==> src/rtl/main_fsm.sv <==
// Multicycle RV32I control FSM: sequences fetch/decode/execute/memory/writeback and
// drives datapath enables and mux selects as a Moore function of the state register.
module main_fsm (
  input  logic       clk,
  input  logic       reset,
  input  logic [6:0] op,
  output logic [3:0] state,
  output logic       AdrSrc,
  output logic       IRWrite,
  output logic [1:0] ALUSrcA,
  output logic [1:0] ALUSrcB,
  output logic [1:0] ALUOp,
  output logic [1:0] ResultSrc,
  output logic       PCUpdate,
  output logic       Branch,
  output logic       RegWrite,
  output logic       MemWrite
);

  localparam logic [6:0] OpLoad  = 7'b0000011;
  localparam logic [6:0] OpStore = 7'b0100011;
  localparam logic [6:0] OpRType = 7'b0110011;
  localparam logic [6:0] OpIType = 7'b0010011;
  localparam logic [6:0] OpBeq   = 7'b1100011;
  localparam logic [6:0] OpJal   = 7'b1101111;

  typedef enum logic [3:0] {
    StFetch    = 4'd0,
    StDecode   = 4'd1,
    StMemAdr   = 4'd2,
    StMemRead  = 4'd3,
    StMemWb    = 4'd4,
    StMemWrite = 4'd5,
    StExecR    = 4'd6,
    StExecI    = 4'd7,
    StAluWb    = 4'd8,
    StBeq      = 4'd9,
    StJal      = 4'd10
  } state_e;

  state_e state_q, state_d;

  always_comb begin
    state_d = StFetch;
    case (state_q)
      StFetch:   state_d = StDecode;
      StDecode: begin
        case (op)
          OpLoad, OpStore: state_d = StMemAdr;
          OpRType:         state_d = StExecR;
          OpIType:         state_d = StExecI;
          OpBeq:           state_d = StBeq;
          OpJal:           state_d = StJal;
          default:         state_d = StFetch;
        endcase
      end
      StMemAdr:  state_d = (op == OpStore) ? StMemWrite : StMemRead;
      StMemRead: state_d = StMemWb;
      StExecR:   state_d = StAluWb;
      StExecI:   state_d = StAluWb;
      StJal:     state_d = StAluWb;
      default:   state_d = StFetch;
    endcase
  end

  always_ff @(posedge clk) begin
    if (reset) begin
      state_q <= StFetch;
    end else begin
      state_q <= state_d;
    end
  end

  assign state = state_q;

  // Reset shows Fetch selects with every write/load strobe suppressed.
  always_comb begin
    AdrSrc    = 1'b0;
    IRWrite   = 1'b0;
    ALUSrcA   = 2'b00;
    ALUSrcB   = 2'b00;
    ALUOp     = 2'b00;
    ResultSrc = 2'b00;
    PCUpdate  = 1'b0;
    Branch    = 1'b0;
    RegWrite  = 1'b0;
    MemWrite  = 1'b0;
    if (reset) begin
      ALUSrcB   = 2'b10;
      ResultSrc = 2'b10;
    end else begin
      case (state_q)
        StFetch: begin
          IRWrite   = 1'b1;
          ALUSrcB   = 2'b10;
          ResultSrc = 2'b10;
          PCUpdate  = 1'b1;
        end
        StDecode: begin
          ALUSrcA = 2'b01;
          ALUSrcB = 2'b01;
        end
        StMemAdr: begin
          ALUSrcA = 2'b10;
          ALUSrcB = 2'b01;
        end
        StMemRead: AdrSrc = 1'b1;
        StMemWb: begin
          ResultSrc = 2'b01;
          RegWrite  = 1'b1;
        end
        StMemWrite: begin
          AdrSrc   = 1'b1;
          MemWrite = 1'b1;
        end
        StExecR: begin
          ALUSrcA = 2'b10;
          ALUOp   = 2'b10;
        end
        StExecI: begin
          ALUSrcA = 2'b10;
          ALUSrcB = 2'b01;
          ALUOp   = 2'b10;
        end
        StAluWb: RegWrite = 1'b1;
        StBeq: begin
          ALUSrcA = 2'b10;
          ALUOp   = 2'b01;
          Branch  = 1'b1;
        end
        StJal: begin
          ALUSrcA  = 2'b01;
          ALUSrcB  = 2'b10;
          PCUpdate = 1'b1;
        end
        default: ;
      endcase
    end
  end

endmodule

==> config.mk <==
export PLATFORM = sky130hd
export DESIGN_NAME = main_fsm
export DESIGN_NICKNAME = d
export VERILOG_FILES = /design/src/rtl/main_fsm.sv
export SDC_FILE = /design/constraint.sdc
export NUM_CORES = 1
export LEC_CHECK = 0
export ABC_CLOCK_PERIOD_IN_PS = 1900
export BUFFER_PORTS_ARGS = -buffer_cell sky130_fd_sc_hd__buf_4
export CAP_MARGIN = 10
export CORE_AREA = 2 2 39 41
export DETAILED_ROUTE_END_ITERATION = 16
export DIE_AREA = 0 0 41 43
export GPL_TIMING_DRIVEN = 0
export PLACE_DENSITY = 0.68
export SETUP_SLACK_MARGIN = 0.05
export SYNTH_ARGS = -nofsm -noshare
export SYNTH_HDL_FRONTEND = slang
export SYNTH_SLANG_ARGS = --single-unit
==> constraint.sdc <==
create_clock -name clk -period 1.9 [get_ports clk]
set_clock_uncertainty 0.2 [all_clocks]
set_input_delay 0.095 -clock clk [delete_from_list [all_inputs] [get_ports clk]]
set_output_delay 0.095 -clock clk [all_outputs]
set_load 0.02 [all_outputs]
# Word level (Yosys, flattened, before mapping)
# Index checks and enable logic that the tools add are counted.
dict set report word_totals {
  register_bits 4
  inputBits 9
  output_inout_bits 18
  wordCells 50
}
dict set report classes {
  n_eq_ne 16
  n_mux 23
  reduce_logical 10
}
# cell n
set op_table {}
lappend op_table {{$pmux 4 s5} 2}
lappend op_table {{$eq 4x3->1 const B} 4}
lappend op_table {{$pmux 2 s2} 4}
lappend op_table {{$eq 7x6->1 const B} 2}
lappend op_table {{$eq 7x7->1 const B} 2}
lappend op_table {{$eq 4x4->1 const B} 3}
lappend op_table {{$mux 1} 12}
lappend op_table {{$reduce_or 2->1} 6}
lappend op_table {{$eq 4x2->1 const B} 2}
lappend op_table {{$mux 2} 4}
lappend op_table {{$eq 7x2->1 const B} 1}
lappend op_table {{$eq 7x5->1 const B} 1}
lappend op_table {{$reduce_or 3->1} 2}
lappend op_table {{$eq 4x1->1 const B} 1}
lappend op_table {{$logic_not 4->1} 1}
lappend op_table {{$reduce_or 4->1} 1}
lappend op_table {{$mux 3} 1}

# Longest topological paths before layout
dict set report logic_depth {
  ltp_word 4
  depth_mapped 5
  ltp_nobuf 3
}

# Worst setup path before layout
# OpenSTA, ideal clock, no wires.
dict set report synth_path {
  path_kind {register to output}
  start {register state_q[2] (netlist: state[2])}
  end {output port AdrSrc}
  arrival_ns 1.526
  required_ns 1.605
  path_slack_ns 0.079
  stages_incl_launch_ff 4
  n_path_buf 1
  path_cell_list {dfxtp_1 buf_4 xnor2_1 nor4b_1}
}
dict set report synth_between {
  elab_chain_cells 4
  word_cells_on_any_way 5
  cone_classes {2 x eq/ne; 2 x mux; 1 x reduce/logical}
}
# item line
set synth_lines {}
lappend synth_lines {{start, declared} 41} ;# state_e state_q, state_d;
lappend synth_lines {{start signal, assigned} 68} ;# state_q <= StFetch;
lappend synth_lines {{start signal, assigned} 70} ;# state_q <= state_d;
lappend synth_lines {{$eq 4x3->1 or $eq 4x2->1 (tied branches)} 92} ;# case (state_q)
lappend synth_lines {{$reduce_or 2->1 (no line) (*)} --}
lappend synth_lines {{$mux 1 (*)} 92}
lappend synth_lines {{$mux 1 (*)} 88} ;# if (reset) begin
lappend synth_lines {{end, declared} 8} ;# output logic AdrSrc,
# Every way passes the cells marked *; elsewhere a longest branch is shown, timed or not.

# Final worst setup path
dict set report layout_path {
  start {input port reset}
  end {output port ALUSrcB[0]}
}
dict set report layout_between {
  elab_chain_cells 1
}
# item line
set layout_lines {}
lappend layout_lines {{start, declared} 5} ;# input logic reset,
lappend layout_lines {{$mux 2} 88}
lappend layout_lines {{end, declared} 11} ;# output logic [1:0] ALUSrcB,
# No other way between the ends.

==> results.md <==
* IO Pins at 27
* Max_cap viols at 0
* WHS Endpoint: state[1]$_SDFF_PP0_
* DRC at 0
* Mux cell area share after synthesis at 2.06%
* Synth Flop Type: dfxtp_1
* Clock slew at reported path FFs at 0.04 ns
* CTS root buf: clkbuf_4
* Max reg flops at 4
* R2r endpoint: state[3]$_SDFF_PP0_
* Cells after Synth at 66
* Required time of the worst setup path at 1.60 ns
* Synthesized Nets at 75
* Worst skew pair latency at 0.23 ns
* Asr flop ratio synth at 0%
* Synth Warn # at 0
* Clk sinks at 4
* Post-Synth Simple-Gate Area at 41.0%
* Combinational cell fraction of total power at 34.9%
* Hold WC Path Type: in -> reg
* CP Buf/Inv Count at 4
* Busiest grt layer: met2
* RSZ-0062 raised after global routing: no
* Most frequent cell on the critical path: buf_4
* # H-tree levels at 1
* Post-synthesis adder-cell area fraction at 0%
* Final nets at 109
* Clock power share at 35.3%
* Worst path slowest cell: dlygate4sd3_1
* Crit path time final at 1.78 ns
* Crit Path Class: in -> out
* Sequential area share after synthesis at 16.5%
* Starting Density at 35.1%
* Grt met3 use at 3.14%
* Largest net degree at the start of global routing at 11
* Max Slew Vio Count at 0
* Synth-to-layout area growth at 60.1%
* Sw Ratio at 29.8%
* Post-synth EDFFs at 0
* Via count at 608
* Worst R2R Setup Slack at 0.54 ns
* Drt total wl at 1.42 mm
* Layout cells sized above 1 at 41.8%
* Worst relative slew slack at 82.5%
* Beginning of the worst hold path: op[3]
* Port bufs at 26
* Synthesis-stage register bit count at 4
* Synthesized area at 485 um2
* Period utilisation layout at 93.5%
* HPWL Detailed at 1.05 mm
* DRT iter0 DRCs at 11
* First-pass GRT wire length at 2.26 mm
* Slew @ Worst Pin at 0.258 ns
* Post-synthesis xor/xnor area fraction at 5.41%
* Worst VDD drop at 245 uV
* Die Span Y at 43 um
* Setup TNS at 0 ns
* # rows at 14
* CP cell instances: dlygate4sd3_1 -> buf_4 -> buf_2 -> a2111oi_4 -> buf_4
* Routed Antenna Nets at 0
* Core ar. at 1380 um2
* Min Hold Slack at 0.0190 ns
* R2R depth at 4
* GR Util met2 at 30.9%
* Startpoint Class: primary input
* Post-synth cell types at 39
* Hold Path Cell Cnt at 3
* Num CTS Buffers at 3
* Nature of the critical path endpoint: primary output
* Die ar. at 1760 um2
* NetSw at 0.0881 mW
* Compound-Gate Fraction of Synth Area at 24.5%
* Peak Freq at 563 MHz
* Sequential share of power at 29.8%
* Power per Cell Area at 380 nW/um2
* Largest family of logic cells by synthesized area: simple AND/OR/NAND/NOR gates
* Setup violators final at 0
* LEAKAGE at 0.317 nW
* GRT Overall Usage at 18.7%
* Vias in the first global route at 533
* Routed wire per std cell at 12.5 um
* Mean Syn Cell Area at 7.36 um2
* Crit Path Max Fanout at 10
* Final instance area at 777 um2
* Met1 usage at 22.2%
* Clock Tree Buf Depth at 2
* Max stage delay on crit path at 0.54 ns
* Antenna cell count at 0
* Initial antenna violation count at 0
* Reg2reg start: state[0]$_SDFF_PP0_
* Pint at 0.207 mW
* Via/cell ratio at 5.33
* Final hold violations at 0
* CTS tree: done
* Status: finished clean
* Data arrival, critical path at 1.48 ns
* GRT overflow at 0
* Kind of cell adding the most delay to the critical path: buffers and inverters
* Die X at 41 um
* Initial DRT Pass Iterations at 4
* Routability congestion estimate at 0.723
* Placed Area at 701 um2
* Post-CTS setup buffers at 0
==> routing by layer <==
metal  routed length, um  share of wire, %  vias to the layer above
met3                  68               4.8                        0
met4                   0                 0                        0
li1                    -                 -                      312
met2                 735                52                       19
met1                 616                43                      277
met5                   0                 0                        -
==> repair_timing <==
action,4_1_cts,5_1_grt
hold buffers,3,0
gates resized for setup,0,5
endpoints found under the hold margin,2,0
setup endpoints to repair,0,3
==> synth_stat cells, types with 2 or more instances <==
cell,count,area [um2]
dfxtp_1,4,80.1
o21bai_1,2,15.0
nand2_1,4,15.0
buf_4,2,15.0
a21oi_1,3,15.0
nor2_1,5,18.8
nor4b_1,2,17.5
buf_2,2,10.0
nand4_1,3,18.8
nor3_1,8,40.0
inv_1,2,7.51
xnor2_1,2,17.5
==> power by group through the flow <==
stage / registers [mW] / clock network (mW) / logic (mW)
5_1_grt: 0.0881 / 0.116 / 0.112
6_report: 0.0880 / 0.104 / 0.103
2_1_floorplan: 0.0915 / 0 / 0.0520
3_5_place_dp: 0.0893 / 0 / 0.0959
3_3_place_gp: 0.0890 / 0 / 0.0948
4_1_cts: 0.0879 / 0.110 / 0.101
==> tightest hold or removal path: stages <==
cell,delay (ns)
buf_4,0.11
a31oi_1,0.07
o32ai_1,0.12
==> per-stage QoR <==
| stage | total power [mW] | util (%) | setup WS, ns | instances |
|---|---|---|---|---|
| 2_1_floorplan | 0.144 | - | 0.0786 | 66 |
| 3_3_place_gp | 0.184 | 50.6 | 0.369 | 108 |
| 6_report | 0.295 | 56.1 | 0.123 | 114 |
| 4_1_cts | 0.299 | 54.4 | 0.0638 | 114 |
| 5_1_grt | 0.317 | 56.1 | 0.0666 | 114 |
| 3_5_place_dp | 0.185 | 50.6 | 0.376 | 108 |
==> how the worst max path moves through the flow <==
stage	slack [ns]	cells after the start	to	start
final	0.12	5	ALUSrcB[0]	reset
after global routing	0.07	5	ALUSrcB[0]	reset
after CTS	0.06	5	AdrSrc	reset
after detailed placement	0.38	5	ALUSrcB[0]	state[1]$_SDFF_PP0_
after global placement	0.37	5	ALUSrcB[0]	state[1]$_SDFF_PP0_
after floorplan	0.08	3	AdrSrc	state[2]$_SDFF_PP0_
==> cell usage in the layout (no fill, tap or decap), drive strengths merged, types with 2 or more instances in the layout <==
master | Yosys | layout
or3 | 2 | 2
clkbuf | 0 | 3
xnor2 | 2 | 2
nor3 | 9 | 9
nor2 | 5 | 5
nor4b | 2 | 2
inv | 3 | 3
a21oi | 4 | 4
o21bai | 2 | 2
dfxtp | 4 | 4
nand4 | 3 | 3
buf | 6 | 32
nand2 | 4 | 4
dlygate4sd3 | 0 | 3
o21ai | 2 | 2
==> cell families after synthesis <==
group                  count (synthesis)
AND/OR/NAND/NOR                       33
AO/OA/AOI/OAI                         16
buffers and inverters                  9
flip-flops                             4
XOR/XNOR                               3
multiplexers                           1
==> cell type report <==
type / count / area, um2
Clock buffer: 3 / 22.5
Inverter: 3 / 11.3
Tap cell: 16 / 20.0
Sequential cell: 4 / 80.1
Timing Repair Buffer: 29 / 225
Multi-Input combinational cell: 53 / 373
Fill cell: 139 / 607
Buffer: 6 / 45.0
(Power assumes the default switching activity.)
